==> config.mk <==
export PLATFORM = sky130hd
export DESIGN_NAME = multicycle_ctrl
export DESIGN_NICKNAME = d
export VERILOG_FILES = /design/src/rtl/mc_pkg.sv /design/src/rtl/mc_ctrl_decode.sv /design/src/rtl/multicycle_ctrl.sv
export SDC_FILE = /design/constraint.sdc
export NUM_CORES = 1
export LEC_CHECK = 0
export BUFFER_PORTS_ARGS = -buffer_cell sky130_fd_sc_hd__buf_2
export CAP_MARGIN = 20
export CELL_PAD_IN_SITES_DETAIL_PLACEMENT = 1
export CELL_PAD_IN_SITES_GLOBAL_PLACEMENT = 1
export CORE_MARGIN = 5
export CORE_UTILIZATION = 35
export CTS_CLUSTER_DIAMETER = 40
export DETAILED_ROUTE_END_ITERATION = 10
export GPL_TIMING_DRIVEN = 0
export PLACE_DENSITY_LB_ADDON = 0.1
export SLEW_MARGIN = 25
export SYNTH_ARGS = -nofsm -noshare
export SYNTH_HDL_FRONTEND = slang
export SYNTH_SLANG_ARGS = --single-unit
export TNS_END_PERCENT = 30
==> constraint.sdc <==
create_clock -name clk -period 5.1 [get_ports clk]
set_input_delay 0.255 -clock clk [delete_from_list [all_inputs] [get_ports clk]]
set_output_delay 0.255 -clock clk [all_outputs]
set_load 0.05 [all_outputs]
==> src/rtl/mc_pkg.sv <==
// Purpose: shared encodings for the multicycle MIPS control FSM (states, opcodes, mux selects, control vector).
// Latency: n/a (types and constants only).
// Backpressure: n/a.
package mc_pkg;

   // FSM state encodings. Kept as plain 4-bit constants so they match the state_out debug bus.
   localparam logic [3:0] ST_FETCH     = 4'd0;
   localparam logic [3:0] ST_DECODE    = 4'd1;
   localparam logic [3:0] ST_MEM_ADDR  = 4'd2;
   localparam logic [3:0] ST_MEM_READ  = 4'd3;
   localparam logic [3:0] ST_MEM_WB    = 4'd4;
   localparam logic [3:0] ST_MEM_WRITE = 4'd5;
   localparam logic [3:0] ST_R_EXEC    = 4'd6;
   localparam logic [3:0] ST_R_WB      = 4'd7;
   localparam logic [3:0] ST_BRANCH    = 4'd8;
   localparam logic [3:0] ST_JUMP      = 4'd9;
   localparam logic [3:0] ST_ADDI_EXEC = 4'd10;
   localparam logic [3:0] ST_ADDI_WB   = 4'd11;
   localparam logic [3:0] ST_HALT      = 4'd12;

   // IR[31:26] opcodes understood by this controller.
   localparam logic [5:0] OP_R    = 6'h00;
   localparam logic [5:0] OP_J    = 6'h02;
   localparam logic [5:0] OP_BEQ  = 6'h04;
   localparam logic [5:0] OP_ADDI = 6'h08;
   localparam logic [5:0] OP_LW   = 6'h23;
   localparam logic [5:0] OP_SW   = 6'h2B;

   // ALU operation selects.
   localparam logic [1:0] ALU_ADD   = 2'b00;
   localparam logic [1:0] ALU_SUB   = 2'b01;
   localparam logic [1:0] ALU_FUNCT = 2'b10;

   // ALU B-operand selects.
   localparam logic [1:0] SRCB_B      = 2'b00;
   localparam logic [1:0] SRCB_FOUR   = 2'b01;
   localparam logic [1:0] SRCB_IMM    = 2'b10;
   localparam logic [1:0] SRCB_IMM_SH = 2'b11;

   // PC next-value selects.
   localparam logic [1:0] PCSRC_ALU    = 2'b00;
   localparam logic [1:0] PCSRC_ALUOUT = 2'b01;
   localparam logic [1:0] PCSRC_JUMP   = 2'b10;

   // Full datapath control vector driven every cycle.
   typedef struct packed {
      logic       pc_write;
      logic       pc_write_cond;
      logic       i_or_d;
      logic       mem_read;
      logic       mem_write;
      logic       ir_write;
      logic       mem_to_reg;
      logic       reg_dst;
      logic       reg_write;
      logic       alu_src_a;
      logic [1:0] alu_src_b;
      logic [1:0] alu_op;
      logic [1:0] pc_source;
   } ctrl_t;

   localparam ctrl_t CTRL_IDLE = '0;

   // States that own the memory port and therefore wait on mem_ready.
   function automatic logic is_mem_state(input logic [3:0] st);
      return (st == ST_FETCH) || (st == ST_MEM_READ) || (st == ST_MEM_WRITE);
   endfunction

endpackage

==> src/rtl/mc_ctrl_decode.sv <==
// Purpose: combinational state -> datapath control vector decode (Moore, plus FETCH completion gating).
// Latency: 0 cycles, purely combinational.
// Backpressure: ir_write/pc_write in FETCH only fire on mem_ready; every other output ignores it.
module mc_ctrl_decode
   import mc_pkg::*;
(
   input  logic [3:0] state,
   input  logic       mem_ready,
   output ctrl_t      ctrl
);

   // Decode one state into its control vector; anything unlisted (including HALT) is all-zero.
   always_comb begin
      ctrl = CTRL_IDLE;
      case (state)
         ST_FETCH: begin
            ctrl.mem_read  = 1'b1;
            ctrl.i_or_d    = 1'b0;
            ctrl.alu_src_a = 1'b0;
            ctrl.alu_src_b = SRCB_FOUR;
            ctrl.alu_op    = ALU_ADD;
            ctrl.pc_source = PCSRC_ALU;
            // IR and PC+4 are only committed in the cycle the read actually completes.
            ctrl.ir_write  = mem_ready;
            ctrl.pc_write  = mem_ready;
         end
         ST_DECODE: begin
            // Speculatively compute the branch target into ALUOut.
            ctrl.alu_src_a = 1'b0;
            ctrl.alu_src_b = SRCB_IMM_SH;
            ctrl.alu_op    = ALU_ADD;
         end
         ST_MEM_ADDR, ST_ADDI_EXEC: begin
            ctrl.alu_src_a = 1'b1;
            ctrl.alu_src_b = SRCB_IMM;
            ctrl.alu_op    = ALU_ADD;
         end
         ST_MEM_READ: begin
            ctrl.mem_read = 1'b1;
            ctrl.i_or_d   = 1'b1;
         end
         ST_MEM_WB: begin
            ctrl.reg_write  = 1'b1;
            ctrl.mem_to_reg = 1'b1;
            ctrl.reg_dst    = 1'b0;
         end
         ST_MEM_WRITE: begin
            ctrl.mem_write = 1'b1;
            ctrl.i_or_d    = 1'b1;
         end
         ST_R_EXEC: begin
            ctrl.alu_src_a = 1'b1;
            ctrl.alu_src_b = SRCB_B;
            ctrl.alu_op    = ALU_FUNCT;
         end
         ST_R_WB: begin
            ctrl.reg_write  = 1'b1;
            ctrl.reg_dst    = 1'b1;
            ctrl.mem_to_reg = 1'b0;
         end
         ST_BRANCH: begin
            ctrl.alu_src_a     = 1'b1;
            ctrl.alu_src_b     = SRCB_B;
            ctrl.alu_op        = ALU_SUB;
            ctrl.pc_write_cond = 1'b1;
            ctrl.pc_source     = PCSRC_ALUOUT;
         end
         ST_JUMP: begin
            ctrl.pc_write  = 1'b1;
            ctrl.pc_source = PCSRC_JUMP;
         end
         ST_ADDI_WB: begin
            ctrl.reg_write  = 1'b1;
            ctrl.reg_dst    = 1'b0;
            ctrl.mem_to_reg = 1'b0;
         end
         default: ctrl = CTRL_IDLE;
      endcase
   end

endmodule

==> src/rtl/multicycle_ctrl.sv <==
// Purpose: multicycle MIPS main control FSM with memory wait/timeout and sticky error flags; MC_PERF_CNT_EN adds perf counters.
// Latency: R/addi/sw 4 cycles, lw 5, beq/j 3 with mem_ready held high; each memory state adds one cycle per mem_ready=0.
// Backpressure: memory states hold their requests until mem_ready; TIMEOUT waiting cycles halt the FSM with bus_err.
module multicycle_ctrl
   import mc_pkg::*;
#(
   parameter int TIMEOUT = 16,
   parameter int CNT_W   = 5
)(
   input  logic        clk,
   input  logic        rst,
   input  logic [5:0]  opcode,
   input  logic        zero,
   input  logic        mem_ready,
   output logic        pc_write,
   output logic        pc_write_cond,
   output logic        i_or_d,
   output logic        mem_read,
   output logic        mem_write,
   output logic        ir_write,
   output logic        mem_to_reg,
   output logic        reg_dst,
   output logic        reg_write,
   output logic        alu_src_a,
   output logic [1:0]  alu_src_b,
   output logic [1:0]  alu_op,
   output logic [1:0]  pc_source,
   output logic [3:0]  state_out,
`ifdef MC_PERF_CNT_EN
   output logic [31:0] perf_cycles,
   output logic [31:0] perf_instrs,
`endif
   output logic        illegal_op,
   output logic        bus_err
);

   localparam logic [CNT_W-1:0] WAIT_LAST = CNT_W'(TIMEOUT - 1);

   logic [3:0]       state_q;
   logic [3:0]       state_d;
   logic [CNT_W-1:0] wait_cnt;
   logic             illegal_hit;
   logic             timeout_hit;
   logic             illegal_q;
   logic             bus_err_q;
   ctrl_t            ctrl_dec;
   ctrl_t            ctrl_o;

   // The beq decision (pc_write_cond & zero) is made in the datapath's PC-enable logic.
   logic unused_zero;
   assign unused_zero = zero;

   // Next-state selection; a memory state that has waited TIMEOUT cycles overrides everything with HALT.
   always_comb begin
      state_d     = state_q;
      illegal_hit = 1'b0;
      timeout_hit = 1'b0;
      case (state_q)
         ST_FETCH:     if (mem_ready) state_d = ST_DECODE;
         ST_DECODE: begin
            case (opcode)
               OP_LW, OP_SW: state_d = ST_MEM_ADDR;
               OP_R:         state_d = ST_R_EXEC;
               OP_BEQ:       state_d = ST_BRANCH;
               OP_J:         state_d = ST_JUMP;
               OP_ADDI:      state_d = ST_ADDI_EXEC;
               default: begin
                  // Unknown opcode retires as a NOP; PC+4 was already taken in FETCH.
                  state_d     = ST_FETCH;
                  illegal_hit = 1'b1;
               end
            endcase
         end
         ST_MEM_ADDR:  state_d = (opcode == OP_LW) ? ST_MEM_READ : ST_MEM_WRITE;
         ST_MEM_READ:  if (mem_ready) state_d = ST_MEM_WB;
         ST_MEM_WRITE: if (mem_ready) state_d = ST_FETCH;
         ST_MEM_WB,
         ST_R_WB,
         ST_ADDI_WB,
         ST_BRANCH,
         ST_JUMP:      state_d = ST_FETCH;
         ST_R_EXEC:    state_d = ST_R_WB;
         ST_ADDI_EXEC: state_d = ST_ADDI_WB;
         ST_HALT:      state_d = ST_HALT;
         default:      state_d = ST_FETCH;
      endcase
      if (is_mem_state(state_q) && !mem_ready && (wait_cnt == WAIT_LAST)) begin
         state_d     = ST_HALT;
         timeout_hit = 1'b1;
      end
   end

   // State register.
   always_ff @(posedge clk or negedge rst) begin
      if (!rst) state_q <= ST_FETCH;
      else      state_q <= state_d;
   end

   // Wait counter: restarts on any state change or completed access, counts stalled memory cycles.
   always_ff @(posedge clk or negedge rst) begin
      if (!rst)                               wait_cnt <= '0;
      else if ((state_d != state_q) || mem_ready) wait_cnt <= '0;
      else if (is_mem_state(state_q))         wait_cnt <= wait_cnt + 1'b1;
   end

   // Sticky error flags, cleared only by reset.
   always_ff @(posedge clk or negedge rst) begin
      if (!rst) begin
         illegal_q <= 1'b0;
         bus_err_q <= 1'b0;
      end else begin
         if (illegal_hit) illegal_q <= 1'b1;
         if (timeout_hit) bus_err_q <= 1'b1;
      end
   end

   mc_ctrl_decode u_decode (
      .state     (state_q),
      .mem_ready (mem_ready),
      .ctrl      (ctrl_dec)
   );

   // Reset kills every control immediately, including an in-flight memory request.
   assign ctrl_o = rst ? ctrl_dec : CTRL_IDLE;

   assign pc_write      = ctrl_o.pc_write;
   assign pc_write_cond = ctrl_o.pc_write_cond;
   assign i_or_d        = ctrl_o.i_or_d;
   assign mem_read      = ctrl_o.mem_read;
   assign mem_write     = ctrl_o.mem_write;
   assign ir_write      = ctrl_o.ir_write;
   assign mem_to_reg    = ctrl_o.mem_to_reg;
   assign reg_dst       = ctrl_o.reg_dst;
   assign reg_write     = ctrl_o.reg_write;
   assign alu_src_a     = ctrl_o.alu_src_a;
   assign alu_src_b     = ctrl_o.alu_src_b;
   assign alu_op        = ctrl_o.alu_op;
   assign pc_source     = ctrl_o.pc_source;
   assign state_out     = state_q;
   assign illegal_op    = illegal_q;
   assign bus_err       = bus_err_q;

`ifdef MC_PERF_CNT_EN
   // Cycle count excludes HALT; an instruction retires on every entry into FETCH from another state.
   always_ff @(posedge clk or negedge rst) begin
      if (!rst) begin
         perf_cycles <= '0;
         perf_instrs <= '0;
      end else begin
         if (state_q != ST_HALT) perf_cycles <= perf_cycles + 32'd1;
         if ((state_d == ST_FETCH) && (state_q != ST_FETCH)) perf_instrs <= perf_instrs + 32'd1;
      end
   end
`endif

endmodule

# After elaboration in Yosys (flattened, before gate mapping)
# Cells that the tools add are included.
# totals
out_inout_bits	22
regBits	11
elab_cells	60
# classes
add_sub_neg	1
n_reduce_logical	14
eq_ne	19
n_mux	22
# ops
cell	n
$pmux W4 S8	1
$pmux W5 S5	1
$eq A4 B4 Y1 const B	5
$pmux W4 S5	1
$eq A4 B3 Y1 const B	4
$mux W16	1
$mux W4	4
$eq A6 B6 Y1 const B	2
$mux W5	2
$pmux W3 S3	1
$eq A4 B2 Y1 const B	2
$mux W1	8
$reduce_or A2 Y1	4
$eq A6 B2 Y1 const B	1
$eq A6 B3 Y1 const B	1
$eq A6 B4 Y1 const B	1
$logic_not A6 Y1	1
$reduce_or A6 Y1	1
$add A5 B1 Y5 const B	1
$eq A5 B4 Y1 const B	1
$eq A4 B1 Y1 const B	1
$logic_not A4 Y1	1
$ne A4 B4 Y1	1
$pmux W2 S2	1
6 further kinds	9

# Longest topological paths before layout
# Gate-level depths: netlist of run 1.
# depth
word_depth	9
mapped_depth	9
ltp_nobuf	9

# By module
# A second synthesis of run 1 with hierarchy kept.
# hier_totals
hier_cells	158
area_unflattened_um2	1268.7
# modules_own_cells
module	n_inst	cells_per_inst	area_per_inst_um2
multicycle_ctrl	1	126	1053.5
mc_ctrl_decode	1	32	215.2

# Worst setup path after synthesis of run 1
# Ideal clock, no wire load.
# synth_path
kind	reg2out
start	reg state_q[1], in the netlist state_out[1]
end	out pc_write
path_stages_with_launch	6
setup_slack_ps	2073
path_buffers	2
required_time_ps	4845
arrival_time_ps	2772
cell_sequence	dfrtp_1 > buf_6 > or2_1 > clkbuf_1 > nor3_1 > or2_1
# synth_between
elab_chain_cells	3
word_cells_on_any_way	4
cone_classes	eq/ne (1); mux (2); reduce/logical (1)
# synth_lines
element	line_no	rtl
start, declared	multicycle_ctrl.sv:39	logic [3:0] state_q;
start signal, assigned	multicycle_ctrl.sv:96	else state_q <= state_d;
$eq A4 B4 Y1 or $logic_not A4 Y1 (tied branches)	mc_ctrl_decode.sv:15	case (state)
$pmux W1 S2 (*)	mc_ctrl_decode.sv:15	
$mux W16 (*)	multicycle_ctrl.sv:124	assign ctrl_o = rst ? ctrl_dec : CTRL_IDLE;
end, declared	multicycle_ctrl.sv:15	output logic pc_write,
# Mark *: on every way between the ends. The rest lies on a longest branch, timed or not.

# Worst setup path in the final report of run 1
# layout_path
start	reg wait_cnt[0]
end	reg wait_cnt[0]
# layout_between
elab_chain_cells	6
word_cells_on_any_way	9
cone_classes	add/sub (1); eq/ne (2); mux (3); reduce/logical (3)
# layout_lines
element	line_no	rtl
start, declared	multicycle_ctrl.sv:41	logic [CNT_W-1:0] wait_cnt;
start signal, assigned	multicycle_ctrl.sv:103	else if (is_mem_state(state_q)) wait_cnt <= wait_cnt + 1'b1;
$eq A5 B4 Y1	multicycle_ctrl.sv:87	if (is_mem_state(state_q) && !mem_ready && (wait_cnt == WAIT_LAST)) begin
$logic_and A1 B1 Y1	multicycle_ctrl.sv:87	
$mux W4	multicycle_ctrl.sv:87	
$ne A4 B4 Y1	multicycle_ctrl.sv:102	else if ((state_d != state_q) || mem_ready) wait_cnt <= '0;
$logic_or A1 B1 Y1	multicycle_ctrl.sv:102	
$mux W5 or $reduce_bool A2 Y1 (tied branches)	--	
# Parallel ways exist; a longest one is shown, timed or not. The select of a mux whose other input is x is not followed.
# A chain may end at the register's enable or synchronous reset.

==> results_dict.tcl, run 1 <==
set metrics [dict create \
    cp_max_fo 5 \
    min_path_type "in2reg" \
    grt_first_pass_wirelength_mm 5.947 \
    crit_path_max_incr_delay_ps 480 \
    hold_viol 0 \
    dr.pass1.iters 4 \
    die_x_um 66.06 \
    synth_commonest_cells "nor2_1 (21), dfrtp_1 (11), nor3_1 (11)" \
    holdPathEnd "illegal_op$_DFFE_PN0P_" \
    overflow 0 \
    utilization_pct 44.34 \
    period_minus_slack_ps 2596 \
    fin_ws_ps 2504 \
    post_cts_resized 0 \
    power.switching_uw 333.2 \
    clkPwrFrac_pct 9.7 \
    path_common_cell "ha_1" \
    synth_most_common_cell "nor2_1" \
    seq_area_frac_synth_pct 25.03 \
    place_congestion 0.8383 \
    max_freq_mhz 385.2 \
    p_int_uw 269.7 \
    cts_sinks 11 \
    whs_path_depth 3 \
    finalNetCount 192 \
    coreArea_um2 3028 \
    grt_setup_unrepaired "no" \
    ys_ff_latch 11 \
    min_from "opcode[3]" \
    cts-root-buf "clkbuf_4" \
    synth_top_cell_area_share_pct 25.03 \
    fin_setup_tns_ps 0 \
    comb_power_share_pct 71.0 \
    cts_tree "built" \
    outcome "finished, final reports clean" \
    crit_type "reg2reg" \
    viasPerCell 5.265 \
    fin_crit_sh_pct 50.90 \
    pre_cts_ws_ps 2473 \
    power.density_nw_per_um2 449.1 \
    start_util_pct 36.32 \
    ios 32 \
    wl_per_cell_um 15.57 \
    numCtsBuffers 3 \
    syn_nets 156 \
    areaGrowthSynthToFinish_pct 22.07 \
    tightest_slew_ps 483.4 \
    syn_inst 144 \
    die_h_um 66.06 \
    maxCapViolations 0 \
    critical-path-top-delay-family "simple AND/OR/NAND/NOR gates" \
    vias 1174 \
    ys_async_sr_fraction_pct 100.0 \
    worst_setup_path_start_kind "register" \
    slew_viol_final 0 \
    fp.dieArea_um2 4363 \
    drive_gt1_share_pct 27.37 \
    antenna_found_initial 0 \
    regToRegStartpoint "wait_cnt[0]$_DFFE_PN0P_" \
    grt_max_degree 18 \
    worstSkewPairLatency_ps 270 \
    cp-end-kind "register" \
    p_sw_share_pct 55.26 \
    synth_edf_count 0 \
    p_leak_nw 0.6270 \
    seq_power_share_pct 19.3 \
    grt_usage_pct 17.60 \
    yosys.area.top_type "dfrtp_1" \
    n_antenna_cell 0 \
    worstPathRequired_ps 5240 \
    skew_ps 1.424 \
    grt_pass1_vias 1228 \
    cts_setup_buffers 0 \
    path_cells "ha_1 > and3_1 > ha_1 > nor2b_1 > nand2_1 > a221oi_1 > o21ai_1 > nand3_1 > nor3_1" \
    syn_area_um2 1100 \
    worstRegToRegCells 9 \
    clk_pin_slew_ps 70 \
    htree_num_levels 1 \
    synth_area_leaders "dfrtp_1 (25%), nor2_1 (7.2%), nor3_1 (5.0%), nand2b_1 (4.0%), buf_4 (3.4%)" \
    port_buffers 30 \
    drc 0 \
    worstPathArrival_ps 2730 \
    crit_slowest_cell "a221oi_1" \
    max_slew_margin_pct 67.78 \
    ys_types 44 \
    ant_nets 0 \
    dpl.hpwl_mm 2.789 \
    r2r_slack_ps 2500 \
    drt_iter0_markers 49 \
    wirelength_mm 3.473 \
    ir_drop_mv 0.2057 \
    reg2reg_to "wait_cnt[0]$_DFFE_PN0P_" \
    synth_area_per_cell_um2 7.638 \
    synth_ff_type "dfrtp_1" \
    cp_num_buf_inv 0 \
    clock_path_buffers 2 \
    setup_violations 0 \
    yosys_warnings 0 \
    row_count 20 \
]
cell type report:
type / count / area [um2]
clock inverter: 1 / 5.005
clock buffer: 3 / 22.52
inverter: 6 / 22.52
fill: 400 / 1685
tap: 44 / 55.05
buffer: 10 / 76.32
timing repair buffer: 31 / 160.2
multi-input combinational: 117 / 725.7
sequential: 11 / 275.3
worst min-delay path: stages:
cell	delay [ps]
buf_2	130
or3_1	110
a31o_1	120
flip-flops by register name, indices dropped and copies added (netlist names):
name,flops
wait_cnt,5
bus_err,1
state_out,4
illegal_op,1
per-stage QoR:
stage,power [mW],hold slack (ps),instance area (um2),cells
final,0.6029,385.1,1343,223
after detailed placement,0.5471,176.6,1305,218
after floorplan,0.4486,-40.59,1100,144
after global routing,0.6585,382.6,1343,223
after CTS,0.6099,375.4,1343,223
after global placement,0.5332,179.1,1305,218
worst max path at each step:
stage / startpoint / endpoint / slack, ps / cells past startpoint
floorplan: state_out[1]$_DFF_PN0_ / pc_write / 2070 / 5
global placement: wait_cnt[0]$_DFFE_PN0P_ / wait_cnt[4]$_DFFE_PN0P_ / 2630 / 9
detailed placement: wait_cnt[0]$_DFFE_PN0P_ / wait_cnt[0]$_DFFE_PN0P_ / 2470 / 9
CTS: wait_cnt[0]$_DFFE_PN0P_ / wait_cnt[0]$_DFFE_PN0P_ / 2460 / 9
global route: wait_cnt[0]$_DFFE_PN0P_ / wait_cnt[4]$_DFFE_PN0P_ / 2240 / 9
finish: wait_cnt[0]$_DFFE_PN0P_ / wait_cnt[0]$_DFFE_PN0P_ / 2500 / 9
kinds of logic after synthesis:
group	synth area share [%]
fa+ha+maj	2.275
mux	3.754
flops	25.03
compound gates	21.73
simple gates	31.17
buf+inv	8.987
xor+xnor	7.054
metal layers:
metal	vias up	part of all wire [%]	GRT usage, %
met1	553	48	23.13
met5	-	0	0
met4	0	0.98	4.569
li1	585	-	-
met3	4	5.0	3.401
met2	32	46	29.41
power groups by stage:
stage	Combinational (mW)	Sequential, mW	Clock, mW
2_1_floorplan	0.308	0.141	0
3_3_place_gp	0.416	0.117	0
3_5_place_dp	0.428	0.119	0
4_1_cts	0.431	0.117	0.0620
5_1_grt	0.471	0.119	0.0690
6_report	0.428	0.117	0.0585
cell usage in the layout, fill, tap and decap left out, types with 5 or more instances in the layout:
master	netlist	layout
nor2_1	21	21
buf_2	0	30
a21oi_1	7	7
nand2_1	8	8
nand2b_1	7	7
inv_1	5	5
nor3_1	11	11
dfrtp_1	11	11
buf_4	5	5
repair_timing:
item	in CTS	in global routing
setup endpoints to repair	0	0
endpoints found under the hold margin	11	0
hold buffers	1	0
Power figures use the tool's default switching activity.
==> run 2: changes to the inputs <==
Clock period 5.1 ns to 2.4 ns, I/O delays scaled along.
==> results_dict.tcl, run 2 (synthesized netlist as in run 1, its figures left out) <==
set metrics [dict create \
    fin_crit_sh_pct 94.66 \
    path_cells "ha_1 > and3_1 > ha_4 > nor2b_4 > nand2_1 > a31oi_1 > o2bb2ai_2 > xnor2_4 > a2111oi_4" \
    largest_register_ff_count 5 \
    ios 32 \
    dpl.hpwl_mm 2.904 \
    row_count 20 \
    total_power_mw 1.436 \
    power.density_nw_per_um2 991.4 \
    wirelength_mm 3.891 \
    slew_viol_final 0 \
    ant_nets 0 \
    grt_max_degree 18 \
    outcome "finished, final reports clean" \
    met3_usage_pct 4.082 \
    ir_drop_mv 0.4703 \
    crit_type "reg2reg" \
    cp-end-kind "register" \
    coreArea_um2 3028 \
    setup_violations 0 \
    grt_busiest_layer "met2" \
    p_leak_nw 0.6561 \
    numCtsBuffers 3 \
    final_cell_mix "buf_2 (30), nor2_1 (20), dfrtp_1 (11)" \
    use_met1_pct 22.61 \
    htree_num_levels 1 \
    fin_ws_ps 128.2 \
    wl_per_cell_um 17.22 \
    use_met2_pct 32.54 \
    overflow 0 \
    place_congestion 0.9045 \
    hold_viol 0 \
    critical-path-top-delay-family "compound AO/OA/AOI/OAI gates" \
    start_util_pct 36.32 \
    seq_power_share_pct 17.0 \
    crit_slowest_cell "dfrtp_1" \
    grt_usage_pct 18.57 \
    clkPwrFrac_pct 8.9 \
    port_buffers 30 \
    worstPathArrival_ps 2440 \
    cts_sinks 11 \
    grt_first_pass_wirelength_mm 6.244 \
    min_path_type "in2reg" \
    cp_num_buf_inv 0 \
    drive_gt1_share_pct 33.52 \
    p_int_uw 639.2 \
    cts_tree "built" \
    worst_setup_path_start_kind "register" \
    dr.pass1.iters 4 \
    die_h_um 66.06 \
    drc 0 \
    worstPathRequired_ps 2570 \
    clk_pin_slew_ps 80 \
    viasPerCell 5.442 \
    power.switching_uw 797.3 \
    crit_path_max_incr_delay_ps 370 \
    largest-register "wait_cnt" \
    worstSkewPairLatency_ps 270 \
    vias 1230 \
    max_freq_mhz 440.2 \
    antenna_found_initial 0 \
    maxCapViolations 0 \
    max_slew_margin_pct 72.05 \
    areaGrowthSynthToFinish_pct 31.74 \
    skew_ps 3.381 \
    finalNetCount 195 \
    fin_setup_tns_ps 0 \
    p_sw_share_pct 55.50 \
    drt_iter0_markers 55 \
    die_x_um 66.06 \
    pre_cts_ws_ps -171.4 \
    fp.dieArea_um2 4363 \
    utilization_pct 47.85 \
    period_minus_slack_ps 2272 \
    final_common_cell "buf_2" \
    hold_ws_ps 260.6 \
    n_antenna_cell 0 \
    comb_power_share_pct 74.1 \
    grt_pass1_vias 1316 \
    cp_max_fo 5 \
    clock_path_buffers 2 \
    tightest_slew_ps 419.2 \
    cts-root-buf "clkbuf_4" \
]
[run 2: routing by layer]
layer	vias up	routed length [um]	part of all wire, %
met5	-	0	0
met3	6	184	4.7
met1	598	1744	45
met4	0	45	1.2
met2	38	1915	49
li1	588	-	-
[run 2: area by class of cell]
type	instances	area (um2)
Fill cell	394	1579
Timing Repair Buffer	34	182.7
Multi-Input combinational cell	117	809.5
Clock buffer	3	22.52
Clock inverter	1	5.005
Inverter	6	22.52
Tap cell	44	55.05
Sequential cell	11	275.3
Buffer	10	76.32
[run 2: power by group through the flow]
stage / Sequential [mW] / Clock, mW / Combinational [mW]
after floorplan: 0.300 / 0 / 0.665
after global placement: 0.247 / 0 / 0.896
after detailed placement: 0.250 / 0 / 0.928
after CTS: 0.247 / 0.134 / 0.945
after global routing: 0.251 / 0.149 / 1.14
final: 0.244 / 0.128 / 1.06
[run 2: repair_timing]
item / 4_1_cts / 5_1_grt
hold buffers: 1 / 0
gates resized for setup: 4 / 8
setup endpoints to repair: 5 / 5
buffers inserted: 0 / 3
pin swaps: 0 / 3
endpoints found under the hold margin: 11 / 0
[run 2: worst paths after layout]
check	endpoint	depth (start not counted)	from	slack [ps]
setup / recovery	wait_cnt[4]$_DFFE_PN0P_	9	wait_cnt[1]$_DFFE_PN0P_	130
hold / removal	illegal_op$_DFFE_PN0P_	3	opcode[3]	260
setup reg to reg	wait_cnt[4]$_DFFE_PN0P_	9	wait_cnt[1]$_DFFE_PN0P_	130
hold reg to reg	bus_err$_DFFE_PN0P_	1	bus_err$_DFFE_PN0P_	460
max in group asynchronous	wait_cnt[2]$_DFFE_PN0P_	2	rst	1850
min in group asynchronous	bus_err$_DFFE_PN0P_	2	rst	290
[run 2: stage by stage]
stage | instance area, um2 | cells
after global routing | 1449 | 226
after global placement | 1319 | 218
after CTS | 1370 | 223
final | 1449 | 226
after detailed placement | 1319 | 218
after floorplan | 1114 | 144
[run 2: worst register-to-register path, delay by kind of cell, from the launching register on]
| family | cells | cell delay (ps) |
|---|---|---|
| flops | 1 | 370 |
| simple gates | 3 | 550 |
| compound gates | 3 | 740 |
| xor+xnor | 1 | 140 |
| fa+ha+maj | 2 | 360 |
